`src/rtl/audio_pkg.sv`:
```
// Shared definitions for the audio capture/playback blocks: default word
// width, receiver FSM state encoding and I2S channel encoding.
package audio_pkg;

  // Default number of bits captured per channel word.
  localparam int AUDIO_DATA_W = 16;

  // I2S receiver frame-alignment states.
  typedef enum logic [1:0] {
    IDLE  = 2'd0,
    SKIP  = 2'd1,
    SHIFT = 2'd2,
    TRAIL = 2'd3
  } rx_state_t;

  // LRCLK level encodes the channel: low = left, high = right.
  typedef enum logic {
    LEFT  = 1'b0,
    RIGHT = 1'b1
  } channel_t;

  // Width of a counter that must hold the values 0..max_count.
  function automatic int count_width(input int max_count);
    return (max_count < 1) ? 1 : $clog2(max_count + 1);
  endfunction

endpackage

```
`src/rtl/sync_edge.sv`:
```
// Brings an asynchronous pin into the sample_clk domain through two flops,
// then keeps one more registered copy so rising and falling edges can be
// reported as single-cycle strobes alongside the synchronized level.
module sync_edge (
  input  logic sample_clk,
  input  logic rst,
  input  logic din,
  output logic level,
  output logic rise,
  output logic fall
);

  logic meta_q;
  logic sync_q;
  logic prev_q;

  // Two-flop synchronizer followed by the edge-detect history flop.
  always_ff @(posedge sample_clk or posedge rst) begin
    if (rst) begin
      meta_q <= 1'b0;
      sync_q <= 1'b0;
      prev_q <= 1'b0;
    end else begin
      meta_q <= din;
      sync_q <= meta_q;
      prev_q <= sync_q;
    end
  end

  assign level = sync_q;
  assign rise  = sync_q & ~prev_q;
  assign fall  = ~sync_q & prev_q;

endmodule

```
`src/rtl/i2s_receiver.sv`:
```
// Philips I2S capture from the WM8731 ADC with the codec as clock master.
// The bit clock, word clock and data pins are oversampled in sample_clk,
// words are aligned to LRCLK edges and complete left/right pairs are
// offered one frame at a time over a valid/ready handshake.
module i2s_receiver
  import audio_pkg::*;
#(
  parameter int DATA_W = AUDIO_DATA_W
) (
  input  logic              sample_clk,
  input  logic              rst,
  input  logic              i2s_bclk,
  input  logic              i2s_lrclk,
  input  logic              i2s_adcdat,
  output logic [DATA_W-1:0] left_data,
  output logic [DATA_W-1:0] right_data,
  output logic              frame_valid,
  input  logic              frame_ready,
  output logic              overrun,
  output logic              short_err,
  input  logic              err_clr
);

  localparam int CNT_W = count_width(DATA_W);

  logic bclk_rise;
  logic bclk_fall;
  logic bclk_level;
  logic lr_rise;
  logic lr_fall;
  logic lr_level;
  logic lr_edge;
  logic unused_bclk;

  logic dat_meta;
  logic dat_sync;
  logic dat_dly;

  rx_state_t   state;
  rx_state_t   state_next;
  channel_t    channel;
  logic [CNT_W-1:0]  bit_cnt;
  logic [DATA_W-1:0] shift_reg;
  logic [DATA_W-1:0] shift_next;
  logic [DATA_W-1:0] left_stage;
  logic              left_staged;

  logic shift_en;
  logic word_done;
  logic chan_load;
  logic short_hit;
  logic commit;
  logic commit_load;
  logic accept;

  sync_edge u_bclk_sync (
    .sample_clk (sample_clk),
    .rst        (rst),
    .din        (i2s_bclk),
    .level      (bclk_level),
    .rise       (bclk_rise),
    .fall       (bclk_fall)
  );

  sync_edge u_lrclk_sync (
    .sample_clk (sample_clk),
    .rst        (rst),
    .din        (i2s_lrclk),
    .level      (lr_level),
    .rise       (lr_rise),
    .fall       (lr_fall)
  );

  assign lr_edge     = lr_rise | lr_fall;
  assign unused_bclk = bclk_fall ^ bclk_level;

  // ADCDAT synchronizer plus one delay flop so it lines up with the BCLK strobe.
  always_ff @(posedge sample_clk or posedge rst) begin
    if (rst) begin
      dat_meta <= 1'b0;
      dat_sync <= 1'b0;
      dat_dly  <= 1'b0;
    end else begin
      dat_meta <= i2s_adcdat;
      dat_sync <= dat_meta;
      dat_dly  <= dat_sync;
    end
  end

  assign shift_next = {shift_reg[DATA_W-2:0], dat_dly};

  // Frame-alignment state register.
  always_ff @(posedge sample_clk or posedge rst) begin
    if (rst) begin
      state <= IDLE;
    end else begin
      state <= state_next;
    end
  end

  // Next-state and per-cycle capture controls; LRCLK edges take priority over bit strobes.
  always_comb begin
    state_next = state;
    shift_en   = 1'b0;
    word_done  = 1'b0;
    chan_load  = 1'b0;
    short_hit  = 1'b0;
    unique case (state)
      IDLE: begin
        if (lr_fall) begin
          chan_load  = 1'b1;
          state_next = SKIP;
        end
      end
      SKIP: begin
        if (lr_edge) begin
          chan_load = 1'b1;
        end else if (bclk_rise) begin
          state_next = SHIFT;
        end
      end
      SHIFT: begin
        if (lr_edge) begin
          short_hit  = 1'b1;
          chan_load  = 1'b1;
          state_next = SKIP;
        end else if (bclk_rise) begin
          shift_en = 1'b1;
          if (bit_cnt == CNT_W'(DATA_W - 1)) begin
            word_done  = 1'b1;
            state_next = TRAIL;
          end
        end
      end
      TRAIL: begin
        if (lr_edge) begin
          chan_load  = 1'b1;
          state_next = SKIP;
        end
      end
      default: begin
        state_next = IDLE;
      end
    endcase
  end

  // Channel follows the LRCLK level captured at each accepted word-clock edge.
  always_ff @(posedge sample_clk or posedge rst) begin
    if (rst) begin
      channel <= LEFT;
    end else if (chan_load) begin
      channel <= channel_t'(lr_level);
    end
  end

  // Bit counter and shift register only live while in SHIFT, so partial words vanish.
  always_ff @(posedge sample_clk or posedge rst) begin
    if (rst) begin
      bit_cnt   <= '0;
      shift_reg <= '0;
    end else if (state != SHIFT) begin
      bit_cnt   <= '0;
      shift_reg <= '0;
    end else if (shift_en) begin
      bit_cnt   <= bit_cnt + CNT_W'(1);
      shift_reg <= shift_next;
    end
  end

  // Left staging: a new left slot or a short word invalidates it, a right word consumes it.
  always_ff @(posedge sample_clk or posedge rst) begin
    if (rst) begin
      left_stage  <= '0;
      left_staged <= 1'b0;
    end else if (chan_load && (lr_level == LEFT)) begin
      left_staged <= 1'b0;
    end else if (short_hit) begin
      left_staged <= 1'b0;
    end else if (word_done) begin
      if (channel == LEFT) begin
        left_stage  <= shift_next;
        left_staged <= 1'b1;
      end else begin
        left_staged <= 1'b0;
      end
    end
  end

  assign commit      = word_done && (channel == RIGHT) && left_staged;
  assign accept      = frame_valid && frame_ready;
  assign commit_load = commit && (!frame_valid || frame_ready);

  // Presented frame: load on commit when the slot is free or being accepted, else drop on accept.
  always_ff @(posedge sample_clk or posedge rst) begin
    if (rst) begin
      left_data   <= '0;
      right_data  <= '0;
      frame_valid <= 1'b0;
    end else if (commit_load) begin
      left_data   <= left_stage;
      right_data  <= shift_next;
      frame_valid <= 1'b1;
    end else if (accept) begin
      frame_valid <= 1'b0;
    end
  end

  // Sticky error flags; a new error in the same cycle beats err_clr.
  always_ff @(posedge sample_clk or posedge rst) begin
    if (rst) begin
      overrun   <= 1'b0;
      short_err <= 1'b0;
    end else begin
      if (commit && frame_valid && !frame_ready) begin
        overrun <= 1'b1;
      end else if (err_clr) begin
        overrun <= 1'b0;
      end
      if (short_hit) begin
        short_err <= 1'b1;
      end else if (err_clr) begin
        short_err <= 1'b0;
      end
    end
  end

endmodule

```
`config.mk`:
```
export PLATFORM = sky130hd
export DESIGN_NAME = i2s_receiver
export DESIGN_NICKNAME = d
export VERILOG_FILES = /design/src/rtl/audio_pkg.sv /design/src/rtl/sync_edge.sv /design/src/rtl/i2s_receiver.sv
export SDC_FILE = /design/constraint.sdc
export NUM_CORES = 1
export LEC_CHECK = 0
export CAP_MARGIN = 15
export CELL_PAD_IN_SITES_DETAIL_PLACEMENT = 0
export CELL_PAD_IN_SITES_GLOBAL_PLACEMENT = 1
export CORE_ASPECT_RATIO = 1.4
export CORE_UTILIZATION = 40
export CTS_BUF_LIST = sky130_fd_sc_hd__clkbuf_4 sky130_fd_sc_hd__clkbuf_8
export CTS_CLUSTER_DIAMETER = 100
export DETAILED_ROUTE_END_ITERATION = 16
export GPL_ROUTABILITY_DRIVEN = 0
export PLACE_DENSITY = 0.8
export SYNTH_ARGS = -nofsm -noshare
export SYNTH_HDL_FRONTEND = slang
export SYNTH_SLANG_ARGS = --single-unit
```
`constraint.sdc`:
```
create_clock -name sample_clk -period 5.4 [get_ports sample_clk]
set_input_delay 0.81 -clock sample_clk [delete_from_list [all_inputs] [get_ports sample_clk]]
set_output_delay 0.81 -clock sample_clk [all_outputs]
set_load 0.1 [all_outputs]
```
Word level (Yosys, flattened, before mapping)
Cells that the tools add are included.
{"block": "classes", "add_sub_neg": 1, "n_mux": 32, "n_eq_ne": 11, "n_reduce_logical": 19, "n_bitwise": 10}
{"cell": "$mux 15", "n": 2}
{"cell": "$mux 1", "n": 19}
{"cell": "$mux 2", "n": 7}
{"cell": "$mux 5", "n": 2}
{"cell": "$ne 2x2->1 const B", "n": 5}
{"cell": "$pmux 2 s4", "n": 1}
{"cell": "$reduce_bool 2->1", "n": 4}
{"cell": "$logic_and 1x1->1", "n": 7}
{"cell": "$ne 3x3->1 const B", "n": 2}
{"cell": "$not 1->1", "n": 6}
{"cell": "$reduce_and 6->1", "n": 1}
{"cell": "$add 5x1->5 const B", "n": 1}
{"cell": "$eq 5x4->1 const B", "n": 1}
{"cell": "$eq 2x2->1 const B", "n": 2}
{"cell": "$reduce_and 4->1", "n": 1}
{"cell": "$and 1x1->1", "n": 3}
{"cell": "$reduce_bool 3->1", "n": 1}
{"cell": "$reduce_or 3->1", "n": 1}
{"cell": "$eq 2x1->1 const B", "n": 1}
{"cell": "$logic_not 1->1", "n": 2}
{"cell": "$logic_not 2->1", "n": 1}
{"cell": "$pmux 1 s2", "n": 1}
{"cell": "$logic_or 1x1->1", "n": 1}
{"cell": "$or 1x1->1", "n": 1}
{"block": "word_totals", "reg_bits": 84, "output_inout_bits": 35, "input_bits": 7, "wordCells": 93}

Logic depth before layout (Yosys ltp)
{"block": "depth", "word_depth": 10, "depth_mapped": 9, "mapped_depth_nobuf": 7}

Cells and area by module
Synthesis repeated with hierarchy kept, for this count alone.
{"block": "unflattened", "hier_cells": 252, "area_unflattened_um2": 3498.4}
{"mod": "i2s_receiver", "area_each_um2": 3310.7, "cells_each": 240, "n_inst": 1}
{"mod": "sync_edge", "area_each_um2": 93.8, "cells_each": 6, "n_inst": 2}

Worst setup path after synthesis
OpenSTA, ideal clock, no wires.
{"block": "synth_timing", "path_kind": "reg-to-reg", "from": "reg frame_valid", "to": "reg left_data[0]", "setup_slack_ps": 3458, "n_path_buf": 2, "path_stages_with_launch": 6, "setup_time_ps": 126, "arrival_ps": 1816, "period_less_slack_ps": 1942, "t_required_ps": 5274, "path_cell_list": "dfrtp_1 nand2b_1 nor2b_2 buf_6 buf_12 mux2_4"}
{"block": "synth_via", "elab_chain_cells": 3}
{"element": "start, declared", "line": "i2s_receiver.sv:17", "text": "output logic frame_valid,"}
{"element": "start signal, assigned", "line": "i2s_receiver.sv:198", "text": "frame_valid <= 1'b0;"}
{"element": "start signal, assigned", "line": "i2s_receiver.sv:202", "text": "frame_valid <= 1'b1;"}
{"element": "start signal, assigned", "line": "i2s_receiver.sv:204", "text": "frame_valid <= 1'b0;"}
{"element": "$logic_not 1->1", "line": "i2s_receiver.sv:191", "text": "assign commit_load = commit && (!frame_valid || frame_ready);"}
{"element": "$logic_or 1x1->1", "line": "i2s_receiver.sv:191"}
{"element": "$logic_and 1x1->1", "line": "i2s_receiver.sv:191"}
{"element": "end signal, assigned", "line": "i2s_receiver.sv:200", "text": "left_data <= left_stage;"}
{"element": "end, declared", "line": "i2s_receiver.sv:15", "text": "output logic [DATA_W-1:0] left_data,"}
No other way between the ends.
A chain may end at the register's enable or synchronous reset.

Worst setup path after layout
{"block": "layout_timing", "from": "reg u_lrclk_sync.sync_q, in the netlist u_lrclk_sync.level", "to": "reg left_data[14]"}
{"block": "layout_via", "elab_chain_cells": 8, "elab_cells_between_ends": 9}
{"element": "start, declared", "line": "sync_edge.sv:14", "text": "logic sync_q;"}
{"element": "start signal, assigned", "line": "sync_edge.sv:25", "text": "sync_q <= meta_q;"}
{"element": "$not 1->1", "line": "sync_edge.sv:32", "text": "assign fall = ~sync_q & prev_q;"}
{"element": "$and 1x1->1", "line": "sync_edge.sv:32"}
{"element": "$or 1x1->1 *", "line": "i2s_receiver.sv:74", "text": "assign lr_edge = lr_rise | lr_fall;"}
{"element": "$mux 1 *", "line": "i2s_receiver.sv:123", "text": "if (lr_edge) begin"}
{"element": "$mux 1 *", "line": "i2s_receiver.sv:108", "text": "unique case (state)"}
{"element": "$logic_and 1x1->1 * (2 in a row)", "line": "i2s_receiver.sv:189", "text": "assign commit = word_done && (channel == RIGHT) && left_staged;"}
{"element": "$logic_and 1x1->1 *", "line": "i2s_receiver.sv:191"}
Mark *: on every way between the ends. The rest lies on a longest branch, timed or not.

==> metrics.md <==
| Metric | Value |
|---|---|
| Status | `complete, no violations` |
| Worst-path clk slew | `approximately 70 ps` |
| Antenna violations before repair | `0` |
| Max-Cap Viols | `0` |
| Critical path arrival | `3360 ps` |
| Clock Sink Count | `84` |
| Hold_sp | `dat_meta` |
| Grt total ovfl | `0` |
| Crit share post-route | `57.8%` |
| WL met1 | `2530 um` |
| Clk_skew | `just over 7 ps` |
| Most common cell after layout, fill and taps aside | `dfrtp_1` |
| Kind of critical path | `flop to flop` |
| Setup crit start | `u_lrclk_sync.level` |
| Post-synthesis simple-gate area fraction | `between 7 and 8%` |
| Worst Hold End | `dat_sync` |
| Most frequent cells in the layout | `84 x dfrtp_1, 41 x clkdlybuf4s50_1, 40 x mux2_4` |
| Post-synthesis sequential area ratio | `60.0%` |
| Detailed-route DRC error count | `0` |
| YS warnings | `0` |
| Worst stage delay on the critical path | `700 ps` |
| Worst r2r src | `u_lrclk_sync.level` |
| Power per cell area | `293 mW/mm2` |
| Crit Path Max Fanout | `23` |
| Fmax | `320 MHz` |
| RSZ-0062 raised after global routing | `no` |
| Largest net degree at the start of global routing | `44` |
| Adder-Cell Fraction of Synth Area | `2.86%` |
| Slew @ Worst Pin | `974 ps` |
| Number of port buffers | `41` |
| Vias in the first global route | `1958` |
| Largest family of logic cells by synthesized area | `multiplexers` |
| Worst Hold Path Cells | `0` |
| Xor/xnor share of the synthesized area | `0.750%` |
| Final setup violation count | `0` |
| Die Y | `113 um` |
| Tot GR Track Use | `14.7%` |
| Post-CTS sizing | `0` |
| Post-CTS setup buffers | `0` |
| Ports | `42` |
| Synth Register Bits | `84` |
| Unique masters post-synth | `35` |
| Starting Density | `40.9%` |
| Uppermost routed layer | `met4` |
| Routed len/inst | `14.5 um` |
| Root Buffer Master | `clkbuf_8` |
| Hold Fails Final Rpt | `0` |
| Antenna viol nets, final | `0` |
| VDD IR max | `269 uV` |
| Worst path required time | `5640 ps` |
| Post-synthesis mux area share | `20.0%` |
| Drt via density | `4.87` |
| Post-synth top area share | `between 60% and 70%` |
| Routed WL | `between 5000 and 6000 um` |
| Site Rows | `40` |
| WL met2 | `2950 um` |
| Crit path cell chain | `inv_1 > ha_1 > and3b_1 > nand4_2 > nor2b_4 > buf_4 > mux2_2` |
| Overall power | `~1200 uW` |
| Static Leak | `0.00195 uW` |
| Clock buffer depth | `2` |
| Critical-path top delay cell | `and3b_1` |
| CTS Buf Count | `9` |
| Initial DRC Count | `132` |
| CORE AREA | `roughly 0.0086 mm2` |
| Clock Latency Late Sink | `about 350 ps` |
| Max-slew headroom | `between 30% and 40%` |
| Worst Hold Class | `flop to flop` |
| Reg-to-Reg End | `left_data[14]` |
| DR pass1 iterations | `4` |
| Top delay family on crit path | `simple AND/OR/NAND/NOR gates` |
| Critical path buffer and inverter count | `2` |
| Diode count | `0` |
| Synth area leader | `dfrtp_1` |
| Synth Cell Area | `0.00350 mm2` |
| CTS tree | `yes` |
| Fin area | `0.00415 mm2` |
| Minimum clock period | `3120 ps` |
| Setup ws final | `2280 ps` |
| Setup Total Neg Slack | `0 ps` |
| Top Registers | `left_data x16, left_stage x16, right_data x16` |
| Synth area leaders | `dfrtp_1 60%, mux2_4 17%, nand2_1 3.8%` |
| Crit. End Element | `flop` |
| Die area | `0.00914 mm2` |
| P&R area growth vs syn | `18.5%` |
| Synth Area per Inst | `14.2 um2` |
| Die width | `81.1 um` |
| Layout cell share with drive strength beyond 1 | `24.1%` |
| First-pass GRT wire length | `9910 um` |
| # nets final | `305` |
| Mapped Nets | `262` |
| Post-DP Area | `0.00396 mm2` |
| Synth Area in Compound Gates | `under 10%` |
| Met3 wire len | `125 um` |
| Place WS | `2260 ps` |
| Vias | `1944` |
| Worst Setup Start Kind | `flop` |
| # hold bufs at CTS | `0` |
| Slew Limit Fails | `0` |
| R2r setup slk | `2280 ps` |
| Reg2Reg Depth | `7` |
| Cells after Synth | `around 250` |
| CTS HTree Levels | `3` |
| Final HPWL DP | `3850 um` |
metrics by stage:
| step | cells | hold WS, ps | util, % |
|---|---|---|---|
| 2_1_floorplan | 247 | 331 | - |
| 3_3_place_gp | 384 | 332 | 46.2 |
| 3_5_place_dp | 384 | 336 | 46.2 |
| 4_1_cts | 399 | 354 | 48.5 |
| 5_1_grt | 399 | 361 | 48.5 |
| 6_report | 399 | 351 | 48.5 |
worst max path at each step:
stage / end / slack, ps / cells past startpoint
6_report: left_data[14] / 2280 / 7
3_3_place_gp: left_data[13] / 2340 / 7
4_1_cts: left_data[14] / 2250 / 7
3_5_place_dp: left_data[13] / 2260 / 7
2_1_floorplan: bit_cnt[0] / 2420 / 1
5_1_grt: left_data[14] / 2060 / 7
power by group:
group	switching, uW	total, uW	internal, uW
clock network	206	445	239
registers	12.3	656	644
logic	76.3	116	39.2
synth_stat cells:
cell type,count
dfrtp_1,84
mux2_4,40
nand2_1,35
a21oi_1,18
inv_1,9
ha_1,8
mux2_2,8
nor2_1,6
clkbuf_1,4
buf_12,3
nor2b_1,3
and3b_1,2
buf_6,2
o21ai_0,2
o22ai_1,2
xor2_1,2
a2111oi_0,1
a211oi_1,1
a32o_1,1
and2_1,1
and2b_1,1
and3_1,1
and3_4,1
buf_2,1
buf_4,1
mux2i_1,1
nand2_4,1
nand2b_1,1
nand4_1,1
nand4_2,1
nor2b_2,1
nor3_2,1
o211ai_1,1
o31ai_1,1
xnor2_1,1
metal layers:
metal	GRT usage [%]	vias up
li1	-	919
met1	18.7	982
met2	22.8	29
met3	2.42	14
met4	9.29	0
met5	0	-
cell families (layout without fill, tap and decap cells):
kind of cell / count (synthesis) / in the layout
AOI/OAI and AO/OA: 27 / 27
xor gates and xnor gates: 3 / 3
buffers and inverters: 20 / 67
and+or+nand+nor: 56 / 56
DFF: 84 / 84
muxes: 49 / 49
adders and majority gates: 8 / 8
layout make-up:
type	count	area (um2)
tap	105	131
fill	758	4410
timing repair buffer	43	425
sequential	84	2100
clock inverter	2	35.0
clock buffer	13	160
inverter	9	35.0
multi-input combinational	143	1260
worst reg2reg max path, delay by kind of cell (launching register included):
kind / cells / cell delay (ps)
buffers and inverters: 2 / 530
AND/OR/NAND/NOR: 3 / 1370
adder cells (fa/ha/maj): 1 / 370
multiplexers: 1 / 390
flip-flops: 1 / 350
(Power assumes the default switching activity.)
